File: src/rtl/cmp_serial_front.sv
// Serial MSB-first operand loader for the W-bit magnitude comparator, plus
// result capture register, saturating outcome tallies and a sticky flag check.
module cmp_serial_front #(
    parameter int W     = 3,
    parameter int CNT_W = 8
) (
    input  logic             clk,
    input  logic             rst_n,
    input  logic             in_valid,
    output logic             in_ready,
    input  logic             sdi_a,
    input  logic             sdi_b,
    output logic [W-1:0]     op_a,
    output logic [W-1:0]     op_b,
    input  logic             cmp_gt,
    input  logic             cmp_lt,
    input  logic             cmp_eq,
    output logic             res_valid,
    input  logic             res_ready,
    output logic             res_gt,
    output logic             res_lt,
    output logic             res_eq,
    output logic [CNT_W-1:0] cnt_gt,
    output logic [CNT_W-1:0] cnt_lt,
    output logic [CNT_W-1:0] cnt_eq,
    output logic             flag_err,
    input  logic             clr_cnt,
    output logic [1:0]       dbg_state
);

    // Handshakes: a transfer happens on a rising edge where valid && ready are
    // both high; valid never depends on ready, and in_ready depends on state only.

    localparam int BC_W = (W > 2) ? $clog2(W) : 1;
    localparam logic [BC_W-1:0]  LAST_BIT = BC_W'(W - 1);
    localparam logic [CNT_W-1:0] CNT_MAX  = '1;

    typedef enum logic [1:0] {
        LOAD   = 2'd0,
        SAMPLE = 2'd1,
        HOLD   = 2'd2
    } state_t;

    state_t           r_state;
    state_t           w_next;
    logic [BC_W-1:0]  r_bit_cnt;
    logic [W-1:0]     r_op_a;
    logic [W-1:0]     r_op_b;
    logic             r_res_valid;
    logic             r_res_gt;
    logic             r_res_lt;
    logic             r_res_eq;
    logic [CNT_W-1:0] r_cnt_gt;
    logic [CNT_W-1:0] r_cnt_lt;
    logic [CNT_W-1:0] r_cnt_eq;
    logic             r_flag_err;
    logic             w_shift;
    logic             w_sample;
    logic             w_onehot;

    assign w_shift  = (r_state == LOAD) && in_valid;
    assign w_sample = (r_state == SAMPLE);
    assign w_onehot = ({cmp_gt, cmp_lt, cmp_eq} == 3'b100) ||
                      ({cmp_gt, cmp_lt, cmp_eq} == 3'b010) ||
                      ({cmp_gt, cmp_lt, cmp_eq} == 3'b001);

    always_ff @(posedge clk or negedge rst_n) begin
        if (!rst_n) r_state <= LOAD;
        else        r_state <= w_next;
    end

    always_comb begin
        w_next = r_state;
        case (r_state)
            LOAD:    if (in_valid && (r_bit_cnt == LAST_BIT)) w_next = SAMPLE;
            SAMPLE:  w_next = HOLD;
            HOLD:    if (r_res_valid && res_ready) w_next = LOAD;
            default: w_next = LOAD;
        endcase
    end

    always_ff @(posedge clk or negedge rst_n) begin
        if (!rst_n) begin
            r_bit_cnt <= '0;
            r_op_a    <= '0;
            r_op_b    <= '0;
        end else if (w_shift) begin
            r_op_a    <= {r_op_a[W-2:0], sdi_a};
            r_op_b    <= {r_op_b[W-2:0], sdi_b};
            r_bit_cnt <= (r_bit_cnt == LAST_BIT) ? '0 : r_bit_cnt + 1'b1;
        end
    end

    always_ff @(posedge clk or negedge rst_n) begin
        if (!rst_n) begin
            r_res_valid <= 1'b0;
            r_res_gt    <= 1'b0;
            r_res_lt    <= 1'b0;
            r_res_eq    <= 1'b0;
        end else if (w_sample) begin
            r_res_valid <= 1'b1;
            r_res_gt    <= cmp_gt;
            r_res_lt    <= cmp_lt;
            r_res_eq    <= cmp_eq;
        end else if ((r_state == HOLD) && r_res_valid && res_ready) begin
            r_res_valid <= 1'b0;
        end
    end

    // Clear has priority over a coincident tally increment or error capture.
    always_ff @(posedge clk or negedge rst_n) begin
        if (!rst_n) begin
            r_cnt_gt   <= '0;
            r_cnt_lt   <= '0;
            r_cnt_eq   <= '0;
            r_flag_err <= 1'b0;
        end else if (clr_cnt) begin
            r_cnt_gt   <= '0;
            r_cnt_lt   <= '0;
            r_cnt_eq   <= '0;
            r_flag_err <= 1'b0;
        end else if (w_sample) begin
            if (!w_onehot)                       r_flag_err <= 1'b1;
            else if (cmp_gt && r_cnt_gt != CNT_MAX) r_cnt_gt <= r_cnt_gt + 1'b1;
            else if (cmp_lt && r_cnt_lt != CNT_MAX) r_cnt_lt <= r_cnt_lt + 1'b1;
            else if (cmp_eq && r_cnt_eq != CNT_MAX) r_cnt_eq <= r_cnt_eq + 1'b1;
        end
    end

    assign in_ready  = (r_state == LOAD);
    assign op_a      = r_op_a;
    assign op_b      = r_op_b;
    assign res_valid = r_res_valid;
    assign res_gt    = r_res_gt;
    assign res_lt    = r_res_lt;
    assign res_eq    = r_res_eq;
    assign cnt_gt    = r_cnt_gt;
    assign cnt_lt    = r_cnt_lt;
    assign cnt_eq    = r_cnt_eq;
    assign flag_err  = r_flag_err;
    assign dbg_state = r_state;

endmodule
File: config.mk
export PLATFORM = sky130hd
export DESIGN_NAME = cmp_serial_front
export DESIGN_NICKNAME = d
export VERILOG_FILES = /design/src/rtl/cmp_serial_front.sv
export SDC_FILE = /design/constraint.sdc
export NUM_CORES = 1
export LEC_CHECK = 0
export ABC_AREA = 1
export CORE_AREA = 4 4 70 72
export DETAILED_ROUTE_END_ITERATION = 8
export DIE_AREA = 0 0 74 76
export GPL_TIMING_DRIVEN = 0
export PLACE_DENSITY = 0.77
export SKIP_LAST_GASP = 1
export SLEW_MARGIN = 5
export SYNTH_ARGS = -nofsm -noshare
export SYNTH_HDL_FRONTEND = slang
export SYNTH_SLANG_ARGS = --single-unit
File: constraint.sdc
create_clock -name clk -period 1.7 [get_ports clk]
set_input_delay 0.34 -clock clk [delete_from_list [all_inputs] [get_ports clk]]
set_output_delay 0.34 -clock clk [all_outputs]
set_load 0.05 [all_outputs]
Yosys cells after proc, flatten, opt, wreduce, memory -nomap -nowiden

Index checks and enable logic that the tools add are counted.

Register bits: 39
Input port bits: 10
Logic and storage cells: 76
Output and inout port bits: 38

Eq/ne operators: 14
Add/subtract/negate cells: 4
Multiplexer cells: 24
Reductions and logical operators: 22

Operator list:

| kind                | number |
|---|---|
| $mux 8              | 15 |
| $add 8x1->8 const B | 3 |
| $ne 8x8->1 const B  | 3 |
| $reduce_bool 2->1   | 6 |
| $logic_and 1x1->1   | 8 |
| $ne 2x2->1 const B  | 4 |
| $mux 2              | 3 |
| $pmux 2 s3          | 1 |
| $mux 1              | 5 |
| $reduce_and 5->1    | 1 |
| $eq 2x2->1 const B  | 2 |
| $reduce_and 2->1    | 2 |
| $reduce_and 4->1    | 1 |
| $eq 3x1->1 const B  | 1 |
| $eq 3x2->1 const B  | 1 |
| $eq 3x3->1 const B  | 1 |
| $reduce_and 3->1    | 1 |
| $add 2x1->2 const B | 1 |
| $eq 2x1->1 const B  | 1 |
| $logic_not 2->1     | 1 |
| $logic_or 1x1->1    | 2 |
| $ne 2x1->1 const B  | 1 |

Depth between registers and ports, before layout

Word-level depth: 8
Depth in mapped cells: 10
Depth with buffers taken out: 10

Least setup slack after synthesis

No wires, ideal clock.

Kind: register to register
From: register r_state[0] (netlist: dbg_state[0])
To: register r_bit_cnt[0]
Setup slack: -527 ps
Path buffers: 0
Data arrival time: 2102 ps
Stages on the path, launching flop included: 6
Cells stage by stage: dfrtp_1 nor2_1 nand2_1 inv_1 nand2_1 nor3b_1

Word-level cells in the longest chain between the ends: 2

Ends and longest elaborated chain:

| element                | RTL line | source |
|---|---|---|
| start, declared        | 44       | `state_t r_state;` |
| start signal, assigned | 69       | `else r_state <= w_next;` |
| $logic_not 2->1        | -        |  |
| named net in_ready     | 10       | `output logic in_ready,` |
| $logic_and 1x1->1      | 61       | `assign w_shift = (r_state == LOAD) && in_valid;` |
| end signal, assigned   | 90       | `r_bit_cnt <= (r_bit_cnt == LAST_BIT) ? '0 : r_bit_cnt + 1'b1;` |
| end, declared          | 46       | `logic [BC_W-1:0] r_bit_cnt;` |

The timed path passes the listed nets, and every way through them passes these cells.
A chain may end at the register's enable or synchronous reset.

Final worst setup path

From: register r_cnt_gt[0] (netlist: cnt_gt[0])
To: output cnt_gt[0]

RTL lines:

| element                | RTL line | source |
|---|---|---|
| start, declared        | 53       | `logic [CNT_W-1:0] r_cnt_gt;` |
| start signal, assigned | 124      | `else if (cmp_gt && r_cnt_gt != CNT_MAX) r_cnt_gt <= r_cnt_gt + 1'b1;` |
| end, declared          | 23       | `output logic [CNT_W-1:0] cnt_gt,` |

No word-level cell between the ends.

==> reports/results.tsv <==
stage	metric	value	unit
status	run status	finished clean	
critical_path	r2r setup slk	130	ps
routing	Detailed Route Iter0 Violations	101	
flow_run	max-cap violations	0	
min_path	worst hold path stage count	3	
power_and_ir_drop	leakage	1.534	nW
critical_path	slowest stage delay, CP	520	ps
global_route	GRT Overall Usage	18.00	%
synth	Post-Synthesis Cells	262	
min_path	Tightest Hold Check Type	input pin to flop	
sta	Slew HR	66.11	%
synth	top cells by area, synth	dfrtp_1 47%, nand2_1 16%, nand3_1 7.0%, nor2_1 4.4%, inv_1 3.1%	
global_route	first-pass GRT wire length	8066	µm
final_layout	nets	335	
die	Starting Density	48.08	%
die	die width	74	µm
synth	Post-synth EDFFs	0	
synth	register area share after synthesis	47.27	%
synth	Netlist cell types	27	
synth	Synth Flop Type	dfrtp_1	
critical_path	Critical R2R Capture	cnt_lt[2]$_DFFE_PN0P_	
placed_design	dpl hpwl	3402	µm
routing	Final ANT Viol Nets	0	
placed_design	worst slack at placement	-267.1	ps
sta	Slew @ Worst Pin	510.4	ps
final_layout	Reg area	980.9	µm²
critical_path	Worst setup EP type	primary output	
placed_design	placer congestion estimate	0.7852	
routing	DRT Wirelength	4708	µm
synth	#FFs+latches synth	39	
sta	Min Clock Period, post-route	1693	ps
critical_path	Critical Path AT	1350	ps
critical_path	Setup crit start	cnt_gt[0]$_DFFE_PN0P_	
synth	Syn Area/Cell	7.880	µm²
placed_design	I/O Buffers	46	
synth	ys async rst share	100.0	%
synth	Post-Syn Nets	275	
critical_path	critical-path cell list	buf_4 > dlygate4sd2_1	
die	floorplan row count	24	
final_layout	layout cells sized above 1	15.48	%
sta	Fin. Hold Viols	0	
global_route	total congestion overflow	0	
final_layout	non-filler cells, final	375	
critical_path	Setup Crit Path Kind	flop to primary output	
sta	pins over their slew limit	0	
clock_tree	Root Buffer	clkbuf_8	
routing	TritonRoute pass-1 iters	4	
die	Die ar.	5624	µm²
critical_path	Critical R2R Launch	cnt_gt[1]$_DFFE_PN0P_	
clock_tree	CTS buffer count	5	
sta	slack of the critical path	6.789	ps
critical_path	Crit Path Max Fanout	3	
sta	Final setup violation count	0	
power_and_ir_drop	maximum VDD drop	1.154	mV
critical_path	R2R depth	10	
critical_path	CP endpoint	cnt_gt[0]	
routing	DRC viols	0	
die	Die H	76	µm
power_and_ir_drop	PwrDens	1192	nW/µm²
final_layout	Final Util	65.21	%
global_route	pin count of the biggest net entering global routing	26	
global_route	vias in the first global route	1800	
synth	synth warn	0	
sta	Max Clock Freq	590.6	MHz
routing	Vias/cell	5.051	
sta	final period utilization	99.60	%
clock_tree	H-tree Lvls	2	
clock_tree	CTS Sinks	39	
final_layout	fill count	385	
synth	Synth area leader	dfrtp_1	
global_route	initial antenna violation count	0	
critical_path	Worst Setup Start Kind	flop	
critical_path	critical path's slowest cell	dlygate4sd2_1	
routing	via count	1894	
final_layout	number of diodes	0	
critical_path	required time of the critical path	1360	ps
synth	Post-synth top cells	90 x nand2_1, 39 x dfrtp_1, 29 x nand3_1	
synth	Cell Area, Synth	2064	µm²
clock_tree	Clock Path Buffers	2	
clock_tree	CTS tree	yes	
sta	RSZ-0062 raised after global routing	true	
clock_tree	worst skew pair latency	300	ps
clock_tree	clock-pin transition on the worst setup and hold timing paths	80	ps
sta	Total Neg Setup Slack	0	ps
synth	most common cell in the netlist	nand2_1	
final_layout	P&R area growth vs syn	35.64	%
routing	post-DR wirelength/cell	12.55	µm
placed_design	dpl cells	361	
synth	area fraction of the dominant cell type after synthesis	47.27	%
final_layout	multi-input logic area	1035	µm²
sta	Setup Skew	5.506	ps
die	io pins	48	
die	Core Region	4294	µm²
repair_timing:
action | CTS | global route
endpoints found under the hold margin | 14 | 0
setup endpoints to repair | 38 | 24
cloned | 0 | 0
pin swaps | 0 | 7
buffers inserted | 0 | 5
hold buffers | 1 | 0
resized for setup | 38 | 13
layout by cell type (no fill, tap or decap), types with 6 or more instances in the layout:
| cell type | n |
|---|---|
| nand2_1 | 86 |
| dlygate4sd2_1 | 37 |
| dfrtp_1 | 35 |
| nand3_1 | 28 |
| nor2_1 | 23 |
| inv_1 | 17 |
| xor2_1 | 7 |
| inv_2 | 6 |
| nand2_2 | 6 |
| o21ai_0 | 6 |
per-stage QoR:
stage / power, mW / hold WS [ps] / instance area [µm²]
global placement: 2.500 / 447.8 / 2603
finish: 3.337 / 440.3 / 2800
global route: 3.502 / 468.5 / 2800
CTS: 3.344 / 446.8 / 2724
floorplan: 2.073 / 44.41 / 2077
detailed placement: 2.522 / 290.1 / 2625
sequential cells by signal, indices dropped and copies added (netlist names):
signal	cells
cnt_lt	8
r_bit_cnt	2
cnt_eq	8
res_lt	1
res_eq	1
flag_err	1
op_a	3
op_b	3
res_gt	1
cnt_gt	8
res_valid	1
dbg_state	2
routing by layer:
layer | global-route usage [%] | wire length (µm) | up-vias
met3 | 5.409 | 263 | 6
met5 | 0 | 0 | -
met2 | 30.67 | 2346 | 46
met4 | 4.348 | 39 | 0
met1 | 21.86 | 2059 | 887
li1 | - | - | 955
how the worst min path moves through the flow:
stage                             startpoint                        to
detailed placement                     rst_n     cnt_gt[4]$_DFFE_PN0P_
finish                                cmp_gt        res_gt$_DFFE_PN0P_
CTS                                  clr_cnt     cnt_gt[4]$_DFFE_PN0P_
floorplan                              rst_n     cnt_eq[0]$_DFFE_PN0P_
global placement    r_bit_cnt[0]$_DFFE_PN0P_  dbg_state[0]$_DFFE_PN0P_
global route                          cmp_gt        res_gt$_DFFE_PN0P_
cells by family after synthesis:
family          Yosys count  synth area share, %
compound gates           13                3.818
xor+xnor                  9                3.818
fa+ha+maj                 3                1.818
buf+inv                  26                4.787
flops                    39                47.27
simple gates            172                38.48
where the power goes:
group	leakage, nW	internal [mW]	total [mW]	switching, mW
clock	0.0644	0.585	0.934	0.349
combinational	0.954	0.306	1.19	0.883
sequential	0.516	1.10	1.21	0.116
cell type report:
type,instances,area share [%]
timing repair buffer,53,17.29
multi-input combinational,197,36.95
clock inverter,3,2.413
sequential,39,35.03
inverter,23,3.083
tap,52,2.323
buffer,3,0.4468
clock buffer,5,2.458
critical path, delay by kind of cell, from the launching register on:
family,cells,cell delay [ps]
flops,1,410
buf+inv,2,650
Power figures use the tool's default switching activity.
